$ cat config.mk
export PLATFORM = sky130hd
export DESIGN_NAME = uart_tx_rs485
export DESIGN_NICKNAME = d
export VERILOG_FILES = /design/src/rtl/uart_tx_rs485.sv
export SDC_FILE = /design/constraint.sdc
export NUM_CORES = 1
export LEC_CHECK = 0
export ABC_AREA = 0
export BUFFER_PORTS_ARGS = -buffer_cell sky130_fd_sc_hd__buf_2
export CAP_MARGIN = 20
export CORE_UTILIZATION = 30
export DETAILED_ROUTE_END_ITERATION = 16
export GPL_TIMING_DRIVEN = 0
export PLACE_DENSITY = 0.46
export SLEW_MARGIN = 20
export SYNTH_ARGS = -nofsm -noshare
export SYNTH_HDL_FRONTEND = slang
export SYNTH_SLANG_ARGS = --single-unit
export TNS_END_PERCENT = 1
$ cat constraint.sdc
create_clock -name clk -period 1.9 [get_ports clk]
set_input_delay 0.285 -clock clk [delete_from_list [all_inputs] [get_ports clk]]
set_output_delay 0.285 -clock clk [all_outputs]
set_load 0.01 [all_outputs]
$ cat src/rtl/uart_tx_rs485.sv
// uart_tx_rs485: 8N1/8N2 UART transmitter with RS485 driver-enable lead/tail sequencing
// Ports:
//   clk       system clock
//   rst_n     asynchronous active-low reset
//   tx_data   byte to send, latched on handshake
//   tx_valid  tx_data is valid
//   tx_ready  block can accept a byte this cycle (IDLE or DE_TAIL)
//   uart_txd  serial output, idle high, LSB first
//   en_rs485  RS485 driver enable, high = drive bus
//   tx_done   one-cycle pulse when the last stop bit ends
//   tx_busy   high in every state except IDLE
module uart_tx_rs485 #(
  parameter int CLK_FREQ       = 50_000_000,
  parameter int UART_BPS       = 115200,
  parameter int STOP_BITS      = 1,
  parameter int DE_LEAD_CYCLES = 16,
  parameter int DE_TAIL_CYCLES = 16
) (
  input  logic       clk,
  input  logic       rst_n,
  input  logic [7:0] tx_data,
  input  logic       tx_valid,
  output logic       tx_ready,
  output logic       uart_txd,
  output logic       en_rs485,
  output logic       tx_done,
  output logic       tx_busy
);
  localparam int BAUD_CNT = CLK_FREQ / UART_BPS;
  localparam int BW = (BAUD_CNT > 2) ? $clog2(BAUD_CNT) : 1;
  localparam int DE_MAX = (DE_LEAD_CYCLES > DE_TAIL_CYCLES) ? DE_LEAD_CYCLES : DE_TAIL_CYCLES;
  localparam int DW = (DE_MAX > 2) ? $clog2(DE_MAX) : 1;
  if ((STOP_BITS != 1 && STOP_BITS != 2) || BAUD_CNT < 2) begin : g_bad_param
    $error("uart_tx_rs485: STOP_BITS must be 1 or 2 and CLK_FREQ/UART_BPS must be >= 2");
  end
  typedef enum logic [2:0] {IDLE, DE_LEAD, START, DATA, STOP, DE_TAIL} state_t;
  state_t state;
  logic [BW-1:0] baud_cnt;
  logic [DW-1:0] de_cnt;
  logic [2:0] bit_idx;
  logic stop_idx;
  logic [7:0] shift_reg;
  logic handshake;
  logic baud_end;
  assign tx_ready = (state == IDLE) || (state == DE_TAIL);
  assign tx_busy = state != IDLE;
  assign handshake = tx_valid && tx_ready;
  assign baud_end = baud_cnt == BW'(BAUD_CNT - 1);
  always_ff @(posedge clk or negedge rst_n) begin
    if (!rst_n) begin
      state <= IDLE;
      uart_txd <= 1'b1;
      en_rs485 <= 1'b0;
      tx_done <= 1'b0;
      baud_cnt <= '0;
      de_cnt <= '0;
      bit_idx <= '0;
      stop_idx <= 1'b0;
      shift_reg <= '0;
    end else begin
      tx_done <= 1'b0;
      case (state)
        IDLE: begin
          if (handshake) begin
            shift_reg <= tx_data;
            en_rs485 <= 1'b1;
            de_cnt <= '0;
            if (DE_LEAD_CYCLES == 0) begin
              state <= START;
              uart_txd <= 1'b0;
            end else begin
              state <= DE_LEAD;
            end
          end
        end
        DE_LEAD: begin
          if (de_cnt == DW'(DE_LEAD_CYCLES - 1)) begin
            state <= START;
            uart_txd <= 1'b0;
            de_cnt <= '0;
          end else begin
            de_cnt <= de_cnt + 1'b1;
          end
        end
        START: begin
          if (baud_end) begin
            baud_cnt <= '0;
            state <= DATA;
            bit_idx <= '0;
            uart_txd <= shift_reg[0];
            shift_reg <= {1'b0, shift_reg[7:1]};
          end else begin
            baud_cnt <= baud_cnt + 1'b1;
          end
        end
        DATA: begin
          if (baud_end) begin
            baud_cnt <= '0;
            if (bit_idx == 3'd7) begin
              state <= STOP;
              stop_idx <= 1'b0;
              uart_txd <= 1'b1;
            end else begin
              bit_idx <= bit_idx + 1'b1;
              uart_txd <= shift_reg[0];
              shift_reg <= {1'b0, shift_reg[7:1]};
            end
          end else begin
            baud_cnt <= baud_cnt + 1'b1;
          end
        end
        STOP: begin
          if (baud_end) begin
            baud_cnt <= '0;
            if (stop_idx == 1'(STOP_BITS - 1)) begin
              tx_done <= 1'b1;
              de_cnt <= '0;
              if (DE_TAIL_CYCLES == 0) begin
                state <= IDLE;
                en_rs485 <= 1'b0;
              end else begin
                state <= DE_TAIL;
              end
            end else begin
              stop_idx <= 1'b1;
            end
          end else begin
            baud_cnt <= baud_cnt + 1'b1;
          end
        end
        DE_TAIL: begin
          // A new byte here (even on the expiry cycle) goes straight to START, so the bus is never released
          if (handshake) begin
            shift_reg <= tx_data;
            state <= START;
            uart_txd <= 1'b0;
            de_cnt <= '0;
          end else if (de_cnt == DW'(DE_TAIL_CYCLES - 1)) begin
            state <= IDLE;
            en_rs485 <= 1'b0;
            de_cnt <= '0;
          end else begin
            de_cnt <= de_cnt + 1'b1;
          end
        end
        default: state <= IDLE;
      endcase
    end
  end
endmodule
== Word level (Yosys, flattened, before mapping) ==
Cells that the tools add are included.

* Bits in registers: 31
* Input bits: 11
* Output and inout bits: 5
* Logic and storage cells: 95

* $add $sub $neg: 3
* Eq/ne operators: 21
* Mux-type cells: 43
* Reduce and logical (&&, ||, !) cells: 19

{| class="wikitable"
|+ Operators by type and width
! operator !! number
|-
| two-way mux 3 bit || 12
|-
| two-way mux 8 bit || 4
|-
| one-hot mux 8 bit (3 select lines) || 1
|-
| two-way mux 4 bit || 5
|-
| inequality test 2 bit, second input constant || 10
|-
| one-hot mux 3 bit (6 select lines) || 1
|-
| one-hot mux 4 bit (4 select lines) || 1
|-
| AND reduction 4 bit || 4
|-
| two-way mux 1 bit || 14
|-
| AND reduction 5 bit || 2
|-
| adder 9 x 1 -> 9 bit, second input constant || 1
|-
| equality test 3 bit, second input constant || 3
|-
| equality test 9 bit, second input constant || 1
|-
| two-way mux 9 bit || 1
|-
| AND reduction 8 bit || 1
|-
| nonzero test 4 bit || 2
|-
| equality test 3 x 2 -> 1 bit, second input constant || 2
|-
| one-hot mux 3 bit (2 select lines) || 1
|-
| nonzero test 2 bit || 3
|-
| nonzero test 3 bit || 2
|-
| adder 4 x 1 -> 4 bit, second input constant || 1
|-
| equality test 4 bit, second input constant || 1
|-
| inequality test 2 x 1 -> 1 bit, second input constant || 2
|-
| one-hot mux 1 bit (2 select lines) || 2
|-
| 9 further kinds || 9
|}

== Logic depth before layout (Yosys ltp) ==
* Word-level depth: 5
* Depth in mapped cells: 7
* Gate-level depth less buffers: 6

== Worst setup path after synthesis ==
Ideal clock, no wire load.

* Kind: register to register
* From: reg state[0]
* To: reg shift_reg[0]
* Setup time: 0.125 ns
* Data arrival time: 1.637 ns
* Required time: 1.775 ns
* Setup slack: 0.138 ns
* Cell stages (with the launch flop): 6
* Buffers on the path: 1
* Clock period less this slack: 1.762 ns
* Cells stage by stage: dfrtp_1 > buf_6 > xor2_1 > nor2_2 > mux2_2 > mux2_2

* Longest elaborated chain between the ends: 5
* Elaborated cells between the ends (all ways): 14
* Classes of those cells: eq/ne: 7; mux: 1; reduce/logical: 6

{| class="wikitable"
|+ RTL lines
! what !! RTL line !! RTL
|-
| start: declaration || 37 || <nowiki>state_t state;</nowiki>
|-
| start signal: assignment || 51 || <nowiki>state <= IDLE;</nowiki>
|-
| start signal: assignment || 69 || <nowiki>state <= START;</nowiki>
|-
| start signal: assignment || 72 || <nowiki>state <= DE_LEAD;</nowiki>
|-
| equality test 3 bit / zero test 3 bit (equally long branches) || 45 || <nowiki>assign tx_ready = (state == IDLE) || (state == DE_TAIL);</nowiki>
|-
| logical OR 1 bit (*) || 45 ||
|-
| via tx_ready || 23 || <nowiki>output logic tx_ready,</nowiki>
|-
| logical AND 1 bit (*) || 47 || <nowiki>assign handshake = tx_valid && tx_ready;</nowiki>
|-
| inequality test 2 x 1 -> 1 bit (no line) (*) || - ||
|-
| AND reduction 5 bit (no line) (*) || - ||
|-
| end signal: assignment || 65 || <nowiki>shift_reg <= tx_data;</nowiki>
|-
| end signal: assignment || 91 || <nowiki>shift_reg <= {1'b0, shift_reg[7:1]};</nowiki>
|-
| end signal: assignment || 106 || <nowiki>shift_reg <= {1'b0, shift_reg[7:1]};</nowiki>
|-
| end: declaration || 42 || <nowiki>logic [7:0] shift_reg;</nowiki>
|}

Mark *: on every way through the listed nets, which the timed path passes. The rest lies on a longest branch.
A chain may end at the register's enable or synchronous reset.

== Worst setup path after layout ==
* From: reg bit_idx[0]
* To: reg shift_reg[6]

* Longest elaborated chain between the ends: 3

{| class="wikitable"
|+ RTL lines
! what !! RTL line !! RTL
|-
| start: declaration || 40 || <nowiki>logic [2:0] bit_idx;</nowiki>
|-
| start signal: assignment || 104 || <nowiki>bit_idx <= bit_idx + 1'b1;</nowiki>
|-
| equality test 3 bit || 99 || <nowiki>if (bit_idx == 3'd7) begin</nowiki>
|-
| inequality test 2 bit (no line) || - ||
|-
| AND reduction 5 bit (no line) || - ||
|-
| end signal: assignment || 91 ||
|-
| end signal: assignment || 106 ||
|-
| end signal: assignment || 134 || <nowiki>shift_reg <= tx_data;</nowiki>
|}

No other way between the ends.

==> flow_metrics.env <==
export IMPL_status="finished, final reports clean"
export IMPL_clock_latency_ns=0.27
export IMPL_swShare_pct=17.7
export IMPL_finalWirelength_mm=3.47
export IMPL_drv_cap=0
export IMPL_grt_pass1_wl_mm=6.25
export IMPL_cts_sinks=30
export IMPL_critPathMaxFanout=8
export IMPL_die_h_um=78.4
export IMPL_area_growth_syn_to_layout_pct=20.6
export IMPL_final_cell_count_no_fill=261
export IMPL_p_sw_uw=261
export IMPL_die_w_um=78.4
export IMPL_place_gp_congestion=0.716
export IMPL_use_met3_pct=3.60
export IMPL_hold_buffers=0
export IMPL_setup_viol=0
export IMPL_ys_warn_count=0
export IMPL_cts_reportedPaths_clkPinSlew_ns=0.06
export IMPL_cts_tree="yes"
export IMPL_cp_common_cell="ha_1"
export IMPL_max_freq_mhz=551
export IMPL_crit_path_start_kind="flop"
export IMPL_synth_edf_count=0
export IMPL_comb_power_share_pct=2.3
export IMPL_worstReg2RegStart="bit_idx[0]"
export IMPL_synthTopCellsByCount="dfrtp_1 (29), mux2_2 (15), nand2_1 (13)"
export IMPL_hold_viol=0
export IMPL_avgRoutedWirePerCell_um=13.3
export IMPL_power_frac_seq_pct=43.8
export IMPL_vias=1285
export IMPL_ir_worst_vdd_uv=333
export IMPL_dpl_cell_area_sq_um=1910
export IMPL_synth_area_leaders="dfrtp_1 (41%), mux2_2 (9.7%), ha_1 (3.6%)"
export IMPL_fin_nets=204
export IMPL_period_share_pct=95.5
export IMPL_top_usage_layer="met2"
export IMPL_slowest_delay_ns=0.41
export IMPL_fin_crit_ns=1.81
export IMPL_grt_overflow_total=0
export IMPL_io_buffer_count=14
export IMPL_synth_nets=182
export IMPL_core_sq_um=5570
export IMPL_ff2ff_path_depth=6
export IMPL_grt_pass1_vias=1402
export IMPL_vias_per_cell=4.92
export IMPL_met2_usage_pct=21.7
export IMPL_antenna_found_initial=0
export IMPL_hpwlAfterDp_mm=2.48
export IMPL_root_buffer="clkbuf_8"
export IMPL_synth_top_area_share_pct=41.5
export IMPL_rr_endpoint="shift_reg[6]"
export IMPL_tightest_slew_ns=0.677
export IMPL_synth_flop_cell="dfrtp_1"
export IMPL_p_leak_uw=0.000949
export IMPL_rsz0062_at_grt="false"
export IMPL_largest_reg_flops=9
export IMPL_numCtsBuffers=5
export IMPL_critPathKind="flop to flop"
export IMPL_ys_seq_area_share_pct=43.0
export IMPL_synth_cell_types=45
export IMPL_ys_async_sr_fraction_pct=100
export IMPL_r2r_setup_slack_ns=0.09
export IMPL_ios=16
export IMPL_cts_max_path_buffers=2
export IMPL_syn_inst=166
export IMPL_yosys_area_top_type="dfrtp_1"
export IMPL_placed_cells=252
export IMPL_first_pass_iters=6
export IMPL_fin_util_pct=37.8
export IMPL_avgSynthCellArea_sq_um=10.5
export IMPL_slew_violations=0
export IMPL_htree_levels=2
export IMPL_antenna_cells=0
export IMPL_finalClockSkew_ns=0.00664
export IMPL_met1_usage_pct=16.3
export IMPL_p_int_uw=1210
export IMPL_rows=27
export IMPL_critical_path_cell_chain="ha_1 -> ha_1 -> and2_1 -> o2bb2ai_4 -> buf_12 -> mux2_2"
export IMPL_pwr_share_clk_pct=54.0
export IMPL_drtIter0Drc=24
export IMPL_grt_max_degree=31
export IMPL_critPathArrivalTime_ns=1.97
export IMPL_grt_usage_pct=13.0
export IMPL_ys_ff_latch=30
export IMPL_drc_errors=0
export IMPL_initial_core_util_pct=31.4
export IMPL_cp_end_kind="flop"
export IMPL_die_area_sq_um=6140
export IMPL_hp_class="input pin to asynchronous set/reset pin"
export IMPL_synth_cell_area_sq_um=1750
export IMPL_design_area_sq_um=2110
export IMPL_drtAntennaViolNets=0
export IMPL_powerDensity_nw_per_um2=698
export IMPL_slew_headroom_pct=54.8
export IMPL_cp_slowest_cell="dfrtp_1"
export IMPL_synth_most_common_cell="dfrtp_1"
export IMPL_worstPathRequired_ns=2.06
export IMPL_drive_above_1_share_pct=31.2
==> critical path, delay by kind of cell (launching register included) <==
| family | cells | cell delay (ns) |
|---|---|---|
| mux | 1 | 0.33 |
| simple gates | 1 | 0.21 |
| buf+inv | 1 | 0.14 |
| fa+ha+maj | 2 | 0.44 |
| flops | 1 | 0.41 |
| compound gates | 1 | 0.16 |
==> power by group through the flow <==
stage	logic (uW)	registers, uW	clock network, uW
final	33.4	645	795
after global routing	39.4	644	853
after CTS	33.9	644	822
after detailed placement	33.5	656	0
after global placement	32.4	656	0
after floorplan	9.37	656	0
==> metrics by stage <==
| step | hold WS [ns] | power, uW | setup TNS, ns | setup WS, ns |
|---|---|---|---|---|
| 3_3_place_gp | 0.369 | 689 | 0 | 0.0680 |
| 2_1_floorplan | -0.0106 | 665 | 0 | 0.138 |
| 5_1_grt | 0.0983 | 1540 | 0 | 0.0000921 |
| 6_report | 0.0411 | 1470 | 0 | 0.0851 |
| 3_5_place_dp | 0.373 | 690 | -0.0331 | -0.0178 |
| 4_1_cts | 0.0699 | 1500 | 0 | 0.0184 |
==> kinds of logic (layout without fill, tap and decap cells) <==
logic type      count (synthesis)  in the layout  share of synthesized area [%]
compound gates                 27             27                           12.5
xor+xnor                        6              6                           3.00
fa+ha+maj                       5              5                           3.58
buf+inv                        20             43                           6.08
flops                          30             30                           43.0
mux                            20             20                           12.5
simple gates                   58             58                           19.3
==> area by class of cell <==
type / instances / area [sq um]
tap: 72 / 90.1
inverter: 11 / 41.3
multi-input combinational: 116 / 928
timing repair buffer: 15 / 90.1
buffer: 9 / 65.1
sequential: 30 / 752
clock inverter: 2 / 60.1
fill: 577 / 3460
clock buffer: 6 / 82.6
==> placed cells by master (no fill, tap or decap), drive strengths merged, types with 7 or more instances in the layout <==
cell type / Yosys / layout
nor2: 10 / 10
nand2: 13 / 13
nand4: 9 / 9
buf: 8 / 23
dfrtp: 29 / 29
clkbuf: 1 / 7
o21ai: 7 / 7
mux2: 15 / 15
nand3: 7 / 7
inv: 11 / 11
==> routing by layer <==
layer | wire length (um) | vias to the layer above
met5 | 0 | -
li1 | - | 635
met3 | 111 | 4
met2 | 1620 | 22
met4 | 31 | 0
met1 | 1700 | 624
==> worst max-delay path by stage <==
stage | from | to | slack (ns) | cells past startpoint
5_1_grt | baud_cnt[1] | shift_reg[6] | 0.00009 | 8
3_3_place_gp | baud_cnt[1] | de_cnt[0] | 0.07 | 7
2_1_floorplan | state[0] | shift_reg[0] | 0.14 | 5
6_report | bit_idx[0] | shift_reg[6] | 0.09 | 6
4_1_cts | baud_cnt[1] | shift_reg[1] | 0.02 | 7
3_5_place_dp | baud_cnt[1] | de_cnt[2] | -0.02 | 7
==> repair_timing <==
action / in CTS / in global routing
endpoints found under the setup margin: 4 / 9
resized for setup: 2 / 3
pin swaps: 0 / 1
setup buffers: 0 / 1
Power figures use the tool's default switching activity.
